File: config.mk
export PLATFORM = sky130hd
export DESIGN_NAME = sdram_port_arbiter
export DESIGN_NICKNAME = d
export VERILOG_FILES = /design/src/rtl/sdram_port_arbiter.sv
export SDC_FILE = /design/constraint.sdc
export NUM_CORES = 1
export LEC_CHECK = 0
export BUFFER_PORTS_ARGS = -buffer_cell sky130_fd_sc_hd__clkbuf_2
export CAP_MARGIN = 20
export CORE_MARGIN = 3
export CORE_UTILIZATION = 53
export CTS_CLUSTER_DIAMETER = 30
export DETAILED_ROUTE_END_ITERATION = 10
export GPL_ROUTABILITY_DRIVEN = 1
export HOLD_SLACK_MARGIN = 0.03
export PLACE_DENSITY = 0.84
export SLEW_MARGIN = 20
export SYNTH_ARGS = -nofsm -noshare
export SYNTH_HDL_FRONTEND = slang
export SYNTH_SLANG_ARGS = --single-unit
File: constraint.sdc
create_clock -name clk -period 4.5 [get_ports clk]
set_input_delay 0 -clock clk [delete_from_list [all_inputs] [get_ports clk]]
set_output_delay 0 -clock clk [all_outputs]
set_load 0.005 [all_outputs]
File: src/rtl/sdram_port_arbiter.sv
// rtl/sdram_port_arbiter.sv - two-master Avalon-MM arbiter for the SDRAM controller (option: SDRAM_ARB_STATS_EN)
// Master 0 bursts are split into single reads; a tag FIFO routes read returns to their owner.

module sdram_arb_tag_fifo #(
    parameter int DEPTH = 16,
    parameter int CW    = $clog2(DEPTH) + 1
) (
    input  logic          clk,
    input  logic          rst,
    input  logic          i_push,
    input  logic          i_push_tag,
    input  logic          i_pop,
    output logic          o_head,
    output logic [CW-1:0] o_count
);
    localparam int PW = $clog2(DEPTH);

    logic [DEPTH-1:0] r_mem;
    logic [PW-1:0]    r_wr;
    logic [PW-1:0]    r_rd;
    logic [CW-1:0]    r_count;

    // Caller never pushes when full nor pops when empty.
    always_ff @(posedge clk or posedge rst) begin
        if (rst) begin
            r_wr    <= '0;
            r_rd    <= '0;
            r_count <= '0;
        end else begin
            if (i_push)
                r_wr <= r_wr + 1'b1;
            if (i_pop)
                r_rd <= r_rd + 1'b1;
            case ({i_push, i_pop})
                2'b10:   r_count <= r_count + 1'b1;
                2'b01:   r_count <= r_count - 1'b1;
                default: r_count <= r_count;
            endcase
        end
    end

    always_ff @(posedge clk) begin
        if (i_push)
            r_mem[r_wr] <= i_push_tag;
    end

    assign o_head  = r_mem[r_rd];
    assign o_count = r_count;
endmodule

module sdram_port_arbiter #(
    parameter int ADDR_W     = 25,
    parameter int DATA_W     = 16,
    parameter int BURST_W    = 4,
    parameter int PEND_DEPTH = 16
) (
    input  logic              clk,
    input  logic              reset,
    input  logic [ADDR_W-1:0] m0_address,
    input  logic              m0_read,
    input  logic [BURST_W-1:0] m0_burstcount,
    output logic              m0_waitrequest,
    output logic [DATA_W-1:0] m0_readdata,
    output logic              m0_readdatavalid,
    input  logic [ADDR_W-1:0] m1_address,
    input  logic              m1_read,
    input  logic              m1_write,
    input  logic [DATA_W-1:0] m1_writedata,
    input  logic [1:0]        m1_byteenable,
    output logic              m1_waitrequest,
    output logic [DATA_W-1:0] m1_readdata,
    output logic              m1_readdatavalid,
    output logic [ADDR_W-1:0] s_address,
    output logic              s_read,
    output logic              s_write,
    output logic [DATA_W-1:0] s_writedata,
    output logic [1:0]        s_byteenable,
    input  logic              s_waitrequest,
    input  logic [DATA_W-1:0] s_readdata,
    input  logic              s_readdatavalid,
    output logic              err_orphan
`ifdef SDRAM_ARB_STATS_EN
    ,
    output logic [31:0]       stat_m0_words,
    output logic [31:0]       stat_m1_cmds,
    output logic [31:0]       stat_stall_cycles,
    output logic [4:0]        stat_max_pend
`endif
);
    localparam int CW = $clog2(PEND_DEPTH) + 1;

    typedef enum logic [1:0] {IDLE, M0_BURST, M1_XFER} state_t;

    state_t             r_state;
    state_t             w_state_next;
    logic               r_last_grant;
    logic [ADDR_W-1:0]  r_base;
    logic [BURST_W-1:0] r_cnt;
    logic [BURST_W-1:0] r_idx;
    logic               r_err_orphan;

    logic [CW-1:0]      w_count;
    logic               w_full;
    logic               w_empty;
    logic               w_head;
    logic               w_push;
    logic               w_push_tag;
    logic               w_pop;
    logic               w_m0_elig;
    logic               w_m1_elig;
    logic               w_grant_m0;
    logic               w_grant_m1;
    logic               w_beat;
    logic               w_m1_accept;
    logic [ADDR_W-1:0]  w_burst_addr;

    assign w_full    = (w_count == CW'(PEND_DEPTH));
    assign w_empty   = (w_count == '0);
    assign w_m0_elig = m0_read && !w_full;
    // A write needs no tag slot, so it stays eligible while the FIFO is full.
    assign w_m1_elig = m1_read ? !w_full : m1_write;

    assign w_pop            = s_readdatavalid && !w_empty;
    assign m0_readdatavalid = w_pop && !w_head;
    assign m1_readdatavalid = w_pop && w_head;
    assign m0_readdata      = s_readdata;
    assign m1_readdata      = s_readdata;
    assign err_orphan       = r_err_orphan;

    assign w_burst_addr = r_base + {{(ADDR_W-BURST_W){1'b0}}, r_idx};

    sdram_arb_tag_fifo #(
        .DEPTH (PEND_DEPTH),
        .CW    (CW)
    ) u_tag_fifo (
        .clk        (clk),
        .rst        (reset),
        .i_push     (w_push),
        .i_push_tag (w_push_tag),
        .i_pop      (w_pop),
        .o_head     (w_head),
        .o_count    (w_count)
    );

    always_comb begin
        w_state_next   = r_state;
        w_grant_m0     = 1'b0;
        w_grant_m1     = 1'b0;
        w_beat         = 1'b0;
        w_m1_accept    = 1'b0;
        w_push         = 1'b0;
        w_push_tag     = 1'b0;
        m0_waitrequest = 1'b1;
        m1_waitrequest = 1'b1;
        s_read         = 1'b0;
        s_write        = 1'b0;
        s_address      = w_burst_addr;
        s_writedata    = m1_writedata;
        s_byteenable   = m1_byteenable;
        case (r_state)
            IDLE: begin
                if (w_m1_elig && (!w_m0_elig || !r_last_grant)) begin
                    w_grant_m1   = 1'b1;
                    w_state_next = M1_XFER;
                end else if (w_m0_elig) begin
                    w_grant_m0     = 1'b1;
                    m0_waitrequest = 1'b0;
                    w_state_next   = M0_BURST;
                end
            end
            M0_BURST: begin
                s_read = !w_full;
                if (!w_full && !s_waitrequest) begin
                    w_beat = 1'b1;
                    w_push = 1'b1;
                    if (r_idx == r_cnt - 1'b1)
                        w_state_next = IDLE;
                end
            end
            M1_XFER: begin
                s_address      = m1_address;
                s_read         = m1_read;
                s_write        = m1_write && !m1_read;
                m1_waitrequest = s_waitrequest;
                if (!m1_read && !m1_write) begin
                    w_state_next = IDLE;
                end else if (!s_waitrequest) begin
                    w_m1_accept  = 1'b1;
                    w_push       = m1_read;
                    w_push_tag   = 1'b1;
                    w_state_next = IDLE;
                end
            end
            default: w_state_next = IDLE;
        endcase
    end

    always_ff @(posedge clk or posedge reset) begin
        if (reset) begin
            r_state      <= IDLE;
            r_last_grant <= 1'b1;
            r_base       <= '0;
            r_cnt        <= '0;
            r_idx        <= '0;
            r_err_orphan <= 1'b0;
        end else begin
            r_state <= w_state_next;
            if (w_grant_m0) begin
                r_base       <= m0_address;
                r_cnt        <= (m0_burstcount == '0) ? {{(BURST_W-1){1'b0}}, 1'b1} : m0_burstcount;
                r_idx        <= '0;
                r_last_grant <= 1'b0;
            end
            if (w_grant_m1)
                r_last_grant <= 1'b1;
            if (w_beat)
                r_idx <= r_idx + 1'b1;
            if (s_readdatavalid && w_empty)
                r_err_orphan <= 1'b1;
        end
    end

`ifdef SDRAM_ARB_STATS_EN
    logic [31:0] r_stat_m0_words;
    logic [31:0] r_stat_m1_cmds;
    logic [31:0] r_stat_stall_cycles;
    logic [4:0]  r_stat_max_pend;

    always_ff @(posedge clk or posedge reset) begin
        if (reset) begin
            r_stat_m0_words     <= '0;
            r_stat_m1_cmds      <= '0;
            r_stat_stall_cycles <= '0;
            r_stat_max_pend     <= '0;
        end else begin
            if (w_beat)
                r_stat_m0_words <= r_stat_m0_words + 1'b1;
            if (w_m1_accept)
                r_stat_m1_cmds <= r_stat_m1_cmds + 1'b1;
            if ((s_read || s_write) && s_waitrequest)
                r_stat_stall_cycles <= r_stat_stall_cycles + 1'b1;
            if (32'(w_count) > 32'(r_stat_max_pend))
                r_stat_max_pend <= 5'(w_count);
        end
    end

    assign stat_m0_words     = r_stat_m0_words;
    assign stat_m1_cmds      = r_stat_m1_cmds;
    assign stat_stall_cycles = r_stat_stall_cycles;
    assign stat_max_pend     = r_stat_max_pend;
`endif
endmodule

Word level (Yosys, flattened, before mapping)
Cells that the tools add are included.
Word-level totals
  register bits: 66
  output and inout port bits: 82
Operators by class
  $add $sub $neg: 7
  order comparisons: 3
  eq/ne operators: 10
  mux-type cells: 39
  reduce and logical (&&, ||, !) cells: 26
Operators by type and width (number)
  adder 25 x 4 -> 25 bit: 1
  two-way mux 25 bit: 1
  two-way mux 1 bit: 22
  bitwise mux 16 bit: 1
  adder 4 x 1 -> 4 bit (second input constant): 3
  two-way mux 2 bit: 6
  two-way mux 4 bit: 3
  logical AND 1 bit: 10
  < comparator 4 x 5 -> 1 bit (second input constant): 2
  case mux 5 bit (2 select lines): 1
  logical NOT 1 bit: 8
  != test 3 bit (second input constant): 2
  case mux 2 bit (3 select lines): 1
  nonzero test 2 bit: 3
  adder 5 x 1 -> 5 bit (second input constant): 1
  equality test 5 bit (second input constant): 1
  logical NOT 5 bit: 1
  subtractor 5 x 1 -> 5 bit (second input constant): 1
  binary-select mux 1 bit (select 4 bit): 1
  demux 1 bit (select 4 bit): 1
  equality test 2 x 1 -> 1 bit (second input constant): 2
  equality test 2 bit (second input constant): 2
  equality test 4 bit: 1
  greater-or-equal comparator 4 x 1 -> 1 bit (second input constant): 1
  other kinds (7): 9

Logic depth before layout (Yosys ltp)
  depth in word-level cells: 10
  mapped depth: 15
  depth with buffers taken out: 12

Hierarchy
From an unflattened synthesis, not the netlist that was laid out.
Second synthesis, totals
  cells, all modules: 424
  area, all modules: 4380.5 sq um
By module, submodules not included
  sdram_port_arbiter: times used 1, cells an instance 315, area each 2932.8 sq um
  sdram_arb_tag_fifo: times used 1, cells an instance 109, area each 1447.6 sq um

Least setup slack after synthesis
Ideal clock, no wire load.
  path type: flip-flop to flip-flop
  start: register u_tag_fifo.r_count[2] (netlist: u_tag_fifo.o_count[2])
  end: register u_tag_fifo.r_count[4] (netlist: u_tag_fifo.o_count[4])
  library setup time: 0.080 ns
  data arrival time: 2.869 ns
  data required time: 4.420 ns
  setup slack: 1.552 ns
  cell stages (with the launch flop): 15
  buffers on the path: 3
  cells stage by stage: dfrtp_1 buf_6 or4_4 o21ai_1 a21oi_1 clkbuf_1 inv_1 ha_1 clkbuf_1 xor2_1 ha_1 a211oi_1 a21oi_1 a31oi_1 xnor2_1
Between the ends
  word-level cells in the longest chain between the ends: 7
  elaborated cells on any way between the ends: 14
  classes of those cells: 2 x add/sub; 3 x eq/ne; 3 x mux; 6 x reduce/logical
Ends and longest elaborated chain
  start: declaration: RTL line 21  | logic [CW-1:0] r_count;
  start signal: assignment: RTL line 35  | 2'b10: r_count <= r_count + 1'b1;
  start signal: assignment: RTL line 36  | 2'b01: r_count <= r_count - 1'b1;
  start signal: assignment: RTL line 37  | default: r_count <= r_count;
  equality test 5 bit: RTL line 117  | assign w_full = (w_count == CW'(PEND_DEPTH));
  logical NOT 1 bit: RTL line 173  | if (!w_full && !s_waitrequest) begin
  logical AND 1 bit: RTL line 173
  two-way mux 1 bit: RTL line 173
  case mux 1 bit (2 select lines): RTL line 160  | case (r_state)
  equality test 2 x 1 -> 1 bit or equality test 2 bit (tied branches): RTL line 34  | case ({i_push, i_pop})
  case mux 5 bit (2 select lines) or nonzero test 2 bit (tied branches)
Several ways; a longest one is shown, not always the timed one.
A chain may end at the register's enable or synchronous reset.

Worst setup path after layout
Ends and elaborated chain as after synthesis.

==> impl_metrics.yaml <==
status:
  status: "finished clean"
clock_network:
  h-tree-depth: 3
  post_cts_buffers: 0
  cts.sinks: 66
  root_buffer: "clkbuf_8"
  clockBufferDepth: 2
  numCtsBuffers: 9
  clock_latency_ps: 350
  cts_tree: "built"
  path_clk_slew_ps: 70
detailed_routing:
  drt_iter0_drc: 206
  antenna_left: 0
  num_vias: 3649
  wire_per_inst_um: 16.5
  routed_wirelength_um: 10700
  drc: 0
  via_per_inst: 5.64
  dr.pass1.iters: 5
grt:
  antenna_found_initial: 1
  grt_usage_pct: 22.0
  grt_pass1_vias: 3668
  grt_start_max_net_pins: 55
  overflow: 0
  grt_pass1_wl_um: 17200
critical_path:
  cp.depth: 12
  r2r_slack_ps: 1370
  cp_slowest_cell: "or4_4"
  crit_fanout: 21
  r2r_end: "u_tag_fifo.o_count[4]"
  crit_chain: "or4_4 > o21ai_1 > a21oi_1 > buf_4 > inv_1 > ha_1 > xor2_1 > ha_1 > inv_1 > o2111a_1 > a31oi_1 > xnor2_1"
  cp-end-kind: "flop"
  path_class: "reg -> reg"
  timing.rr.start: "u_tag_fifo.o_count[2]"
  crit_path_start_kind: "flop"
  crit_start: "u_tag_fifo.o_count[2]"
  crit_required_ps: 4760
  cp.arrival_ps: 3400
  worstRegToRegCells: 12
  critPathBufInv: 3
  cp-endpoint: "u_tag_fifo.o_count[4]"
  crit_family: "compound AO/OA/AOI/OAI gates"
  max_stage_delay_ps: 650
sta:
  fin_setup_tns_ps: 0
  finalHoldWorstSlack_ps: 118
  grt_setup_unrepaired: "false"
  setup-violations-final: 0
  tightest_slew_ps: 1080
  slew_headroom_pct: 27.9
  drv_slew: 0
  fmax_mhz: 319
  fin_crit_sh_pct: 69.6
  clock_skew_ps: 13.9
  hold_viol: 0
  fin_crit_ps: 3130
floorplanning:
  rows: 32
  core_area_um2: 7930
  chipHeight_um: 97.4
  initial_core_util_pct: 55.8
  die_w_um: 97.4
  die_area_um2: 9480
  ios: 177
logic_synthesis:
  synth_top_area_share_pct: 27.7
  synth_enable_flop_cells: 16
  synth-seq-area-share_pct: 39.2
  syn_inst: 438
  synth_top_area_cell: "dfrtp_1"
  yosysWarnings: 0
  synth_flop_cell: "dfrtp_1"
  synth_fp_nets: 551
  syn_area_um2: 4420
  yosys-top-cells-area: "dfrtp_1 (28%), edfxtp_1 (11%), buf_4 (8.5%)"
  syn_area_per_cell_um2: 10.1
  synthDistinctLibCells: 53
  ys_ff_latch: 66
  async_reset_ff_share_pct: 75.8
hold_path:
  hold_class: "in -> reg"
finish:
  nets: 652
  layout-drive-gt1-share_pct: 28.3
  area_growth_pct: 22.7
placement:
  dp_hpwl_um: 6910
  portBuffers: 92
  gp_congestion: 0.810
power_and_ir_drop:
  p_per_area_nw_per_um2: 593
  p_leak_nw: 2.35
  peakVddDrop_uv: 346
job:
  drv_cap: 0
layer usage:
layer	part of all wire (%)	wire, um	track usage (%)	up-vias
met5	0	0	0	-
met2	52	5560	39.1	155
li1	-	-	-	1693
met4	3.9	414	10.6	0
met1	38	4090	24.9	1761
met3	5.8	614	4.81	40
cells in the mapped netlist (all sizes together) (7+ instances only):
master / n
inv: 20
a21oi: 10
mux2: 31
edfxtp: 16
nor2b: 8
nor2: 8
dfrtp: 49
nand4: 7
ha: 17
xnor2: 34
nand2: 45
nor3: 8
buf: 57
clkbuf: 12
o21ai: 33
and3: 17
nand3: 7
cell usage in the layout, fill, tap and decap left out, types with 17 or more instances in the layout:
cell type / netlist / layout
xnor2_1: 34 / 34
dfrtp_1: 49 / 49
nand2_1: 45 / 45
o21ai_0: 29 / 29
inv_1: 20 / 19
dlygate4sd3_1: 0 / 65
clkbuf_2: 0 / 92
ha_1: 17 / 17
and3_1: 17 / 17
mux2_2: 30 / 30
flip-flops by register name (all words and copies together) (netlist names):
signal	cells
u_tag_fifo.r_wr	4
u_tag_fifo.o_count	5
r_idx	4
r_last_grant	1
u_tag_fifo.r_mem	16
r_base	25
r_state	2
u_tag_fifo.r_rd	4
err_orphan	1
r_cnt	4
through the flow:
step	worst slack (ps)	std cells	instance area (um^2)	power, mW	util (%)
3_3_place_gp	1570	565	4550	2.49	57.4
5_1_grt	1180	647	5430	3.43	68.5
3_5_place_dp	1390	565	4550	2.58	57.4
4_1_cts	1370	646	5420	3.18	68.4
6_report	1370	647	5430	3.22	68.5
2_1_floorplan	1550	438	4420	2.16	-
worst reg2reg max path, stage by stage, from the launching register on:
cell	delay [ps]
dfrtp_1	480
or4_4	650
o21ai_1	180
a21oi_1	80
buf_4	200
inv_1	100
ha_1	330
xor2_1	200
ha_1	220
inv_1	60
o2111a_1	230
a31oi_1	190
xnor2_1	140
layout make-up:
type | instances | area [um^2]
Antenna cell | 1 | 2.50
Clock buffer | 13 | 180
Clock inverter | 3 | 43.8
Fill cell | 543 | 2500
Inverter | 20 | 76.3
Multi-Input combinational cell | 283 | 2140
Sequential cell | 66 | 1730
Tap cell | 102 | 128
Timing Repair Buffer | 159 | 1130
cell families (layout without fill, tap and decap cells):
family / after synthesis / count (layout) / share of synthesized area, %
mux: 36 / 36 / 10.4
buf+inv: 89 / 195 / 12.5
other cells: 0 / 1 / 0
compound gates: 73 / 73 / 10.9
simple gates: 116 / 116 / 13.7
fa+ha+maj: 18 / 18 / 5.26
xor+xnor: 40 / 40 / 7.92
flops: 66 / 66 / 39.2
worst min path at each step:
stage | from | endpoint | slack [ps] | cells past startpoint
after global routing | s_waitrequest | r_idx[1] | 130 | 3
after CTS | s_waitrequest | r_idx[0] | 110 | 4
after global placement | m1_writedata[8] | s_writedata[8] | 0.03 | 0
final | s_waitrequest | r_idx[1] | 120 | 3
after floorplan | s_readdata[0] | m0_readdata[0] | 80 | 1
after detailed placement | m1_writedata[8] | s_writedata[8] | 0.03 | 0
timing repair:
| item | CTS | global route |
|---|---|---|
| resized for setup | 0 | 0 |
| hold endpoints to repair | 131 | 0 |
| hold buffers | 65 | 0 |
report_power, final:
group          leakage [nW]  switching [mW]  total [mW]  internal, mW
Clock                 0.115           0.231       0.551         0.320
Sequential            0.742           0.308        1.15         0.843
Combinational          1.50           0.737        1.52         0.780
No activity file was read; power rests on OpenSTA's default activity.
